### src/rtl/mem_access_unit_pkg.sv
// Shared constants, FSM encoding and RMW context for the RV32IS data-memory access unit.
package mem_access_unit_pkg;

  localparam int BITS32 = 32;
  localparam int BITS2  = 2;

  localparam logic [BITS2-1:0] MEM_SIZE_B = 2'b00;
  localparam logic [BITS2-1:0] MEM_SIZE_H = 2'b01;
  localparam logic [BITS2-1:0] MEM_SIZE_W = 2'b10;

  typedef enum logic {
    IDLE   = 1'b0,
    RMW_WR = 1'b1
  } mau_state_e;

  // Everything the write half of a read-modify-write needs once upstream is frozen.
  typedef struct packed {
    logic [BITS32-1:0] addr;
    logic [BITS2-1:0]  lane;
    logic [BITS2-1:0]  size;
    logic [BITS32-1:0] data;
    logic [BITS32-1:0] word;
  } rmw_ctx_t;

  function automatic logic is_misaligned(input logic [BITS2-1:0] size,
                                         input logic [BITS2-1:0] lane);
    return ((size == MEM_SIZE_H) && lane[0]) ||
           ((size == MEM_SIZE_W) && (lane != 2'b00));
  endfunction

endpackage

### src/rtl/mem_lane_align.sv
// Byte-lane select/extend for loads and lane merge for sub-word stores, little-endian.
module mem_lane_align
  import mem_access_unit_pkg::*;
(
  input  logic [BITS32-1:0] word,
  input  logic [BITS2-1:0]  lane,
  input  logic [BITS2-1:0]  size,
  input  logic              is_unsigned,
  input  logic [BITS32-1:0] wdata,
  output logic [BITS32-1:0] load_data,
  output logic [BITS32-1:0] merged
);

  logic [7:0]  sel_b;
  logic [15:0] sel_h;

  always_comb begin
    sel_b     = word[{lane, 3'b000} +: 8];
    sel_h     = word[{lane[1], 4'b0000} +: 16];
    load_data = word;
    merged    = word;
    case (size)
      MEM_SIZE_B: begin
        load_data = {{24{~is_unsigned & sel_b[7]}}, sel_b};
        merged[{lane, 3'b000} +: 8] = wdata[7:0];
      end
      MEM_SIZE_H: begin
        load_data = {{16{~is_unsigned & sel_h[15]}}, sel_h};
        merged[{lane[1], 4'b0000} +: 16] = wdata[15:0];
      end
      default: begin
        load_data = word;
        merged    = wdata;
      end
    endcase
  end

endmodule

### src/rtl/mem_access_unit.sv
// Load alignment, word stores, and two-cycle byte/half read-modify-write against a word-only data memory.
module mem_access_unit
  import mem_access_unit_pkg::*;
#(
  parameter logic [BITS32-1:0] MEM_BASE = 32'h0000_0000,
  parameter logic [BITS32-1:0] MEM_END  = 32'h0000_FFFF
) (
  input  logic              clk,
  input  logic              rst_n,
  input  logic              req_valid,
  input  logic              req_we,
  input  logic [BITS2-1:0]  req_size,
  input  logic              req_unsigned,
  input  logic [BITS32-1:0] req_addr,
  input  logic [BITS32-1:0] req_wdata,
  output logic              stall,
  output logic              rsp_valid,
  output logic [BITS32-1:0] rsp_rdata,
  output logic              fault,
  output logic [BITS32-1:0] mem_addr,
  output logic              mem_rw,
  output logic [BITS32-1:0] mem_wdata,
  input  logic [BITS32-1:0] mem_rdata
);

  mau_state_e state;
  rmw_ctx_t   ctx;

  logic              is_idle, misaligned, illegal, bad, ok;
  logic              ld_go, wd_st, sub_st;
  logic [BITS32-1:0] align_word, load_data, merged;
  logic [BITS2-1:0]  align_lane, align_size;

  assign is_idle    = (state == IDLE);
  assign misaligned = is_misaligned(req_size, req_addr[1:0]);
  // Offset compare covers both bounds: addresses below MEM_BASE wrap to large values.
  assign illegal    = (req_size == 2'b11) ||
                      ((req_addr - MEM_BASE) > (MEM_END - MEM_BASE));
  assign bad        = misaligned || illegal;
  assign ok         = req_valid && is_idle && !bad;
  assign ld_go      = ok && !req_we;
  assign wd_st      = ok && req_we && (req_size == MEM_SIZE_W);
  assign sub_st     = ok && req_we && (req_size != MEM_SIZE_W);

  // One aligner serves both paths: live request in IDLE, captured context in RMW_WR.
  assign align_word = is_idle ? mem_rdata      : ctx.word;
  assign align_lane = is_idle ? req_addr[1:0]  : ctx.lane;
  assign align_size = is_idle ? req_size       : ctx.size;

  mem_lane_align u_align (
    .word        (align_word),
    .lane        (align_lane),
    .size        (align_size),
    .is_unsigned (req_unsigned),
    .wdata       (ctx.data),
    .load_data   (load_data),
    .merged      (merged)
  );

  assign stall     = rst_n && sub_st;
  assign mem_rw    = rst_n && (wd_st || !is_idle);
  assign mem_addr  = is_idle ? {req_addr[31:2], 2'b00} : ctx.addr;
  assign mem_wdata = !rst_n  ? '0 :
                     !is_idle ? merged :
                     wd_st    ? req_wdata : '0;

  always_ff @(posedge clk or negedge rst_n) begin
    if (!rst_n) begin
      state     <= IDLE;
      rsp_valid <= 1'b0;
      rsp_rdata <= '0;
      fault     <= 1'b0;
      ctx       <= '0;
    end else begin
      rsp_valid <= ld_go;
      fault     <= req_valid && is_idle && bad;
      if (ld_go) rsp_rdata <= load_data;
      if (is_idle) begin
        if (sub_st) begin
          state    <= RMW_WR;
          ctx.addr <= {req_addr[31:2], 2'b00};
          ctx.lane <= req_addr[1:0];
          ctx.size <= req_size;
          ctx.data <= req_wdata;
          ctx.word <= mem_rdata;
        end
      end else begin
        state <= IDLE;
      end
    end
  end

endmodule
### config.mk
export PLATFORM = sky130hd
export DESIGN_NAME = mem_access_unit
export DESIGN_NICKNAME = d
export VERILOG_FILES = /design/src/rtl/mem_access_unit_pkg.sv /design/src/rtl/mem_lane_align.sv /design/src/rtl/mem_access_unit.sv
export SDC_FILE = /design/constraint.sdc
export NUM_CORES = 1
export LEC_CHECK = 0
export CORE_MARGIN = 2
export CORE_UTILIZATION = 45
export DETAILED_ROUTE_END_ITERATION = 7
export HOLD_SLACK_MARGIN = 0.02
export MAX_ROUTING_LAYER = met4
export PLACE_DENSITY = 0.78
export SLEW_MARGIN = 20
export SYNTH_ARGS = -nofsm -noshare
export SYNTH_HDL_FRONTEND = slang
export SYNTH_SLANG_ARGS = --single-unit
### constraint.sdc
create_clock -name clk -period 3.1 [get_ports clk]
set_clock_uncertainty 0.2 [all_clocks]
set_input_delay 0.31 -clock clk [delete_from_list [all_inputs] [get_ports clk]]
set_output_delay 0.31 -clock clk [all_outputs]
set_load 0.02 [all_outputs]
# Word-level counts from Yosys, hierarchy flattened

Index checks and enable logic that the tools add are counted.

Bits in registers: 133
Logic and storage cells: 60
Input port bits: 103

Add/subtract/negate cells: 2
Muxes and demuxes: 13
Shift-type cells: 6
Eq/ne operators: 5
$lt $le $gt $ge: 1
Reductions and logical operators: 20
Bitwise logic cells: 4

Operators by type and width:

| operator                                               | count |
|---|---|
| 2-to-1 mux 32 bit                                      | 5 |
| case mux 32 bit (2 select lines)                       | 2 |
| bitwise mux 32 bit                                     | 2 |
| > comparator 32 x 16 -> 1 bit (second input constant)  | 1 |
| variable shift 16 x 7 -> 32 bit (first input constant) | 1 |
| variable shift 8 x 7 -> 32 bit (first input constant)  | 1 |
| indexed part select 16 x 7 -> 32 bit                   | 1 |
| indexed part select 32 x 6 -> 16 bit                   | 1 |
| indexed part select 32 x 6 -> 8 bit                    | 1 |
| indexed part select 8 x 7 -> 32 bit                    | 1 |
| negator 5 -> 7 bit                                     | 2 |
| logical AND 1 bit                                      | 11 |
| == test 2 x 1 -> 1 bit (second input constant)         | 2 |
| == test 2 bit (second input constant)                  | 2 |
| logical OR 1 bit                                       | 4 |
| 2-to-1 mux 2 bit                                       | 2 |
| AND 1 bit                                              | 2 |
| zero test 1 bit                                        | 2 |
| zero test 2 bit                                        | 1 |
| 2-to-1 mux 1 bit                                       | 2 |
| inequality test 2 bit (second input constant)          | 1 |
| inverter 1 bit                                         | 2 |
| AND reduction 2 bit                                    | 1 |
| nonzero test 2 bit                                     | 1 |

# Depth between registers and ports, before layout

Gate-level depths: netlist of run 1.

Depth in word-level cells: 11
Mapped depth: 12
Gate-level depth less buffers: 8

# Modules after synthesis

From an unflattened synthesis of run 1, not the netlist that was laid out.

Cell total of the unflattened synthesis: 708
Area, all modules: 7893.8 um^2

Modules (own cells, without submodules):

| module          | sequential area each (um^2) | instances | cells an instance | area an instance (um^2) |
|---|---|---|---|---|
| mem_access_unit | 3328.2                      | 1         | 426               | 6164.7 |
| mem_lane_align  | 0.0                         | 1         | 282               | 1729.2 |

# Worst setup path before layout of run 1

Ideal clock, no wire load.

Path type: register to output
Start point: reg state
End point: out mem_wdata[15]
Path slack: -0.180 ns
Buffers on the path: 5
Arrival: 2.770 ns
Stages on the path, launching flop included: 12
Cells stage by stage: dfrtp_1 > buf_6 > mux2i_2 > clkbuf_1 > buf_2 > ha_1 > clkbuf_1 > and4b_1 > buf_2 > a21oi_1 > o211a_1 > nor3_1

Longest elaborated chain between the ends: 8

Ends and longest elaborated chain:

| item                                                       | RTL line              | text |
|---|---|---|
| start, declared                                            | mem_access_unit.sv:26 | `mau_state_e state;` |
| start signal, assigned                                     | mem_access_unit.sv:69 | `state <= IDLE;` |
| start signal, assigned                                     | mem_access_unit.sv:80 | `state <= RMW_WR;` |
| start signal, assigned                                     | mem_access_unit.sv:88 | `state <= IDLE;` |
| branches (longest 6 deep; another with negator 5 -> 7 bit) | n/a                   |  |
| 2-to-1 mux 32 bit *                                        | mem_access_unit.sv:64 | `!is_idle ? merged :` |
| 2-to-1 mux 32 bit *                                        | mem_access_unit.sv:63 | `assign mem_wdata = !rst_n ? '0 :` |
| end, declared                                              | mem_access_unit.sv:22 | `output logic [BITS32-1:0] mem_wdata,` |

Mark *: on every way between the ends.

# Final worst setup path of run 1

Start point: reg state
End point: out mem_wdata[12]

Same word-level chain as after synthesis.

==> flow_summary.json, run 1 <==
{
  "status": "finished with violations",
  "violations": "negative setup slack",
  "worst-path-max-fanout": 7,
  "antenna_cells": 0,
  "critical-path-top-delay-family": "buffers and inverters",
  "reg2reg_to": "rsp_rdata[23]",
  "syn_area_per_cell_um2": 10.9,
  "synthFlopType": "dfrtp_1",
  "cp_num_cells": 12,
  "endpoint": "mem_wdata[12]",
  "gr-usage-all-layers_pct": 28.0,
  "core_area_um2": 17100,
  "synth_cells": 711,
  "grt_pass1_vias": 7034,
  "synthesis.area_um2": 7760,
  "ys_warn_count": 0,
  "drt_pass1_iterations": 5,
  "grt_max_degree": 59,
  "synth_most_common_cell": "dfrtp_1",
  "crit_chain": "mux2i_4, buf_6, buf_6, inv_6, ha_4, and4b_1, buf_6, buf_6, o2bb2ai_4, a221oi_2, nor3_2, buf_4",
  "min-delay-path-class": "input port to async pin",
  "routabilityCongestion": 0.930,
  "fin_crit_sh_pct": 109,
  "netlist_top_cells_count": "133 x dfrtp_1, 119 x mux2_2, 75 x nor2_1, 46 x nand2_1, 26 x mux2i_1",
  "fin_total_pwr_mw": 4.43,
  "yosys.area.top_type": "dfrtp_1",
  "nFillCells": 1282,
  "p_int_mw": 3.32,
  "rows": 48,
  "path_buf_inv": 6,
  "htreeDepth": 4,
  "rsz0062_at_grt": "true",
  "rr_startpoint": "state",
  "power_density_nw_per_um2": 377,
  "worstPathRequired_ns": 2.59,
  "final_cells": 1236,
  "crit_top_cell": "buf_6",
  "antenna_found_initial": 0,
  "ff_latch_area_um2": 3330,
  "die_w_um": 135,
  "ys_seq_elements": 133,
  "nets": 1106,
  "max_slew_margin_pct": 48.3,
  "port_buffers": 200,
  "drc": 0,
  "crit_start": "state",
  "fin_tns_setup_ns": -4.19,
  "synth_edf_count": 0,
  "pwr-share-clk_pct": 46.2,
  "drv_cap": 0,
  "dieArea_um2": 18300,
  "grt_pass1_wl_um": 38100,
  "worst_slack_ns": -0.266,
  "synth.distinct_cells": 69,
  "design_area_um2": 11700,
  "arrival_ns": 2.86,
  "first_iter_violations": 613,
  "post_drt_wl_per_cell_um": 20.5,
  "place_area_um2": 10600,
  "dp_cells": 1178,
  "critPathKind": "register to output pin",
  "endpoint_kind": "output pin",
  "slew_viol_final": 0,
  "slowest_delay_ns": 0.47,
  "worst_pin_slew_ns": 0.775,
  "power_frac_seq_pct": 39.2,
  "place_hpwl_um": 18200,
  "cts_sinks": 133,
  "clk_latency_ns": 0.42,
  "io_pins": 203,
  "start_kind": "register",
  "ir_worst_vdd_uv": 336,
  "vias": 7015,
  "final-hold-violation-count": 0,
  "ys_top_cells_by_area": "dfrtp_1 43%, mux2_2 17%, nor2_1 3.6%",
  "p_leak_nw": 5.29,
  "setup_viol": 28,
  "critical-path-slowest-cell": "dfrtp_4",
  "rr_worst_depth": 7,
  "period_minus_slack_ns": 3.37,
  "yosysSeqAreaShare_pct": 42.9,
  "cts_tree": "yes",
  "start_util_pct": 45.5,
  "multiInputGateArea_um2": 4450,
  "die_h_um": 135,
  "p_switching_mw": 1.10,
  "routed_wl_um": 25400,
  "max_freq_ghz": 0.297,
  "overflow": 0,
  "via_per_inst": 5.68,
  "clockBufferDepth": 2,
  "area_growth_pct": 51.4,
  "yosysTopAreaCellShare_pct": 42.9,
  "final_layout_size_suffix_gt1_share_pct": 39.6,
  "dpl_worst_slack_ns": -0.499,
  "r2r_setup_slack_ns": 0.42,
  "ys_async_sr_fraction_pct": 100,
  "p_comb_share_pct": 14.6,
  "path_clk_slew_ns": 0.06,
  "cts_buffers": 17,
  "switching_share_pct": 24.9,
  "clock-root-buffer": "clkbuf_16",
  "ant_nets": 0
}
==> worst register-to-register path: stages (launching register included) <==
cell and delay (ns):
dfrtp_4 0.53, buf_4 0.21, nor3b_2 0.30, or2_2 0.32
buf_4 0.21, a21boi_2 0.06, o21ai_2 0.54, o22a_1 0.26
==> registers in the layout, indices dropped and copies added, names as in the netlist <==
| signal | count |
|---|---|
| state | 1 |
| ctx | 98 |
| rsp_rdata | 32 |
| fault | 1 |
| rsp_valid | 1 |
==> metrics by stage <==
step	hold WS (ns)	utilization, %
2_1_floorplan	-0.186	-
3_3_place_gp	0.139	62.0
3_5_place_dp	0.139	62.0
4_1_cts	0.247	66.9
5_1_grt	0.274	68.9
6_report	0.255	68.9
==> power by group through the flow <==
| stage | clock network (mW) | registers, mW | logic [mW] |
|---|---|---|---|
| 2_1_floorplan | 0 | 1.77 | 0.215 |
| 3_3_place_gp | 0 | 1.77 | 0.558 |
| 3_5_place_dp | 0 | 1.77 | 0.563 |
| 4_1_cts | 2.06 | 1.74 | 0.599 |
| 5_1_grt | 2.15 | 1.74 | 0.684 |
| 6_report | 2.04 | 1.74 | 0.645 |
==> cell families (layout without fill, tap and decap cells) <==
kind of cell               after synthesis  after routing  synth area share (%)
adders and majority gates                5              5                 0.807
AOI/OAI and AO/OA                      144            144                  15.7
and+or+nand+nor                        198            198                  12.1
muxes                                  152            152                  22.1
buffers and inverters                   78            377                  6.24
DFF                                    133            133                  42.9
other                                    1              2                0.0483
==> how the worst min path moves through the flow <==
| stage | from | to | slack [ns] | depth (start not counted) |
|---|---|---|---|---|
| global placement | rst_n | ctx[99] | 0.14 | 2 |
| CTS | rst_n | ctx[84] | 0.25 | 3 |
| global route | rst_n | ctx[99] | 0.27 | 3 |
| floorplan | rst_n | ctx[0] | -0.19 | 0 |
| detailed placement | rst_n | ctx[99] | 0.14 | 2 |
| finish | rst_n | ctx[84] | 0.25 | 3 |
==> repair_timing <==
item / CTS / global route
endpoints found under the hold margin: 75 / 0
resized for setup: 219 / 34
pin swaps: 40 / 37
hold buffers: 1 / 0
buffers inserted: 6 / 20
endpoints found under the setup margin: 34 / 33
==> cell usage in the layout (no fill, tap or decap), types with 17 or more instances in the layout <==
cell             count
clkbuf_16           17
inv_1               17
a31oi_1             21
nand2_1             46
o22a_1              18
buf_4              128
mux2i_1             26
buf_6               19
dfrtp_1            132
clkdlybuf4s50_1    166
nor2_1              74
mux2_2             119
nor3_2              18
a221oi_2            18
nor2b_1             18
==> final cells by class <==
type | instances | area share, %
Inverter | 20 | 0.767
Tap cell | 225 | 2.40
Clock inverter | 14 | 1.36
Timing Repair Buffer | 325 | 25.5
Multi-Input combinational cell | 501 | 37.9
Clock buffer | 18 | 3.65
Sequential cell | 133 | 28.4
==> per-layer routing <==
metal / vias to the layer above / wire length (µm) / share of wire, % / track usage (%)
li1: 3206 / - / - / -
met3: 44 / 1910 / 7.5 / 7.00
met1: 3464 / 10400 / 41 / 34.6
met5: - / 0 / 0 / -
met2: 301 / 12500 / 49 / 45.1
met4: 0 / 550 / 2.2 / 9.66
Power figures use the tool's default switching activity.
==> run 2, diff against run 1 <==
MAX_ROUTING_LAYER = default   (was met4)
SLEW_MARGIN = default   (was 20)
==> run 2 against run 1 <==
Effect of this change:
- the run still ends with negative setup slack left
- utilization rose by 0.27 points
- final cell count shrank 0.49%
- register-to-register slack got worse by 0.04 ns
- worst hold slack gained 0.0068 ns
- first-iteration DRC count rose by 0.65%
- sequential power barely moved
- global-route usage decreased by 0.17 points
- die area unchanged
- final area grew 0.39%
- critical endpoint is now mem_wdata[17]
==> flow_summary.json, run 2 (same netlist as run 1, synthesis figures left out) <==
{
  "overflow": 0,
  "final_common_cell": "clkdlybuf4s50_1",
  "place_hpwl_um": 18400,
  "setup_viol": 29,
  "path_clk_slew_ns": 0.06,
  "worstPathRequired_ns": 2.59,
  "endpoint_kind": "output pin",
  "multiInputGateArea_um2": 4550,
  "antenna_found_initial": 0,
  "cts_tree": "yes",
  "gr-usage-all-layers_pct": 27.8,
  "drc": 0,
  "area_growth_pct": 52.0,
  "cts_sinks": 133,
  "fin_crit_sh_pct": 109,
  "drv_cap": 0,
  "max_slew_margin_pct": 41.2,
  "first_iter_violations": 617,
  "ff_latch_area_um2": 3330,
  "clockBufferDepth": 2,
  "cts_buffers": 17,
  "slowest_delay_ns": 0.52,
  "ant_nets": 0,
  "final-hold-violation-count": 0,
  "ir_worst_vdd_uv": 389,
  "dieArea_um2": 18300,
  "post_drt_wl_per_cell_um": 20.9,
  "clock-root-buffer": "clkbuf_16",
  "port_buffers": 200,
  "die_h_um": 135,
  "period_minus_slack_ns": 3.38,
  "drt_pass1_iterations": 7,
  "max_freq_ghz": 0.296,
  "dpl_worst_slack_ns": -0.492,
  "min-delay-path-class": "input port to async pin",
  "worst_slack_ns": -0.278,
  "rr_worst_depth": 9,
  "critical-path-slowest-cell": "dfrtp_4",
  "routed_wl_um": 25700,
  "vias": 7144,
  "routabilityCongestion": 0.926,
  "start_kind": "register",
  "start_util_pct": 45.5,
  "grt_pass1_wl_um": 38800,
  "rows": 48,
  "design_area_um2": 11800,
  "top_regs": "ctx x98, rsp_rdata x32",
  "grt_pass1_vias": 7208,
  "worst_pin_slew_ns": 0.882,
  "largest_reg_flops": 98,
  "place_area_um2": 10600,
  "htreeDepth": 4,
  "nets": 1100,
  "antenna_cells": 0,
  "grt_max_degree": 69,
  "die_w_um": 135,
  "core_area_um2": 17100,
  "violations": "negative setup slack",
  "status": "finished with violations",
  "slew_viol_final": 0,
  "io_pins": 203,
  "rsz0062_at_grt": "true",
  "p_leak_nw": 5.24,
  "worst-path-max-fanout": 5,
  "critPathKind": "register to output pin",
  "crit_chain": "mux2i_2, buf_6, inv_2, ha_4, and3b_2, buf_6, a32o_1, a222oi_1, a211oi_2, buf_4",
  "nFillCells": 1248,
  "final_layout_size_suffix_gt1_share_pct": 40.1,
  "crit_top_cell": "buf_6",
  "via_per_inst": 5.81,
  "regMostFlops": "ctx",
  "arrival_ns": 2.87,
  "power_density_nw_per_um2": 360,
  "most-common-layout-cells": "166 x clkdlybuf4s50_1, 132 x dfrtp_1, 119 x mux2_2",
  "clk_latency_ns": 0.43
}
[run 2: cell count changes in the layout (fill, tap and decap cells not counted), moves of 2 or more]
cell / change
a221oi_2: -2
nor3_4: +3
o2bb2ai_2: -2
a221oi_4: +2
buf_12: +3
buf_2: +3
clkinvlp_4: +3
buf_6: +3
buf_4: -16
o2bb2ai_4: +2
bufinv_16: -3
nor3_2: -2
[run 2: timing repair]
action | in CTS | in global routing
endpoints found under the setup margin | 34 | 33
hold buffers | 1 | 0
hold endpoints to repair | 65 | 0
cloned | 0 | 0
gates resized for setup | 224 | 47
pin swaps | 34 | 32
buffers inserted | 15 | 3
[run 2: final timing paths]
| check | startpoint | endpoint | slack [ns] |
|---|---|---|---|
| max | state | mem_wdata[17] | -0.28 |
| min | rst_n | ctx[85] | 0.26 |
| max reg2reg | state | rsp_rdata[25] | 0.38 |
| min reg2reg | ctx[81] | ctx[81] | 0.29 |
| max in group asynchronous | rst_n | state | 0.85 |
| min in group clk | ctx[81] | ctx[81] | 0.29 |
[run 2: layout make-up]
cell class	instances	area share [%]
Sequential cell	133	28.3
Multi-Input combinational cell	501	38.6
Inverter	20	0.775
Tap cell	225	2.39
Clock inverter	15	0.902
Clock buffer	17	3.61
Timing Repair Buffer	319	25.5
[run 2: metal layers]
| layer | up-vias | track usage (%) | share of wire, % | wire length, µm |
|---|---|---|---|---|
| li1 | 3204 | - | - | - |
| met1 | 3474 | 33.9 | 38 | 9870 |
| met2 | 398 | 46.4 | 50 | 12700 |
| met3 | 68 | 8.34 | 8.9 | 2280 |
| met4 | 0 | 11.1 | 3.3 | 844 |
| met5 | - | 0 | 0 | 0 |
[run 2: per-stage QoR]
step	power, mW	hold slack, ns	utilization (%)	setup TNS (ns)	cells
2_1_floorplan	1.99	-0.186	-	-0.0229	712
3_3_place_gp	2.33	0.134	62.3	-12.21	1181
3_5_place_dp	2.34	0.138	62.3	-12.49	1181
4_1_cts	4.19	0.242	67.5	-2.85	1228
5_1_grt	4.38	0.265	69.1	-6.94	1230
6_report	4.24	0.261	69.1	-3.86	1230
[run 2: worst max-delay path, delay by kind of cell (launching register included)]
family          cells  cell delay (ns)
buf+inv             4             0.56
simple gates        1             0.24
flops               1             0.52
fa+ha+maj           1             0.18
mux                 1             0.21
compound gates      3             0.73
[run 2: report_power, final]
part	internal [mW]	switching [mW]	total, mW
logic	0.334	0.327	0.661
clock network	1.02	0.823	1.84
registers	1.74	0.000322	1.74
total	3.09	1.15	4.24
==> run 3, diff against run 2 <==
ABC_CLOCK_PERIOD_IN_PS = 3100   (was default)
==> results of run 3 <==
Final layout, timing and power as in run 2 (identical DEF).
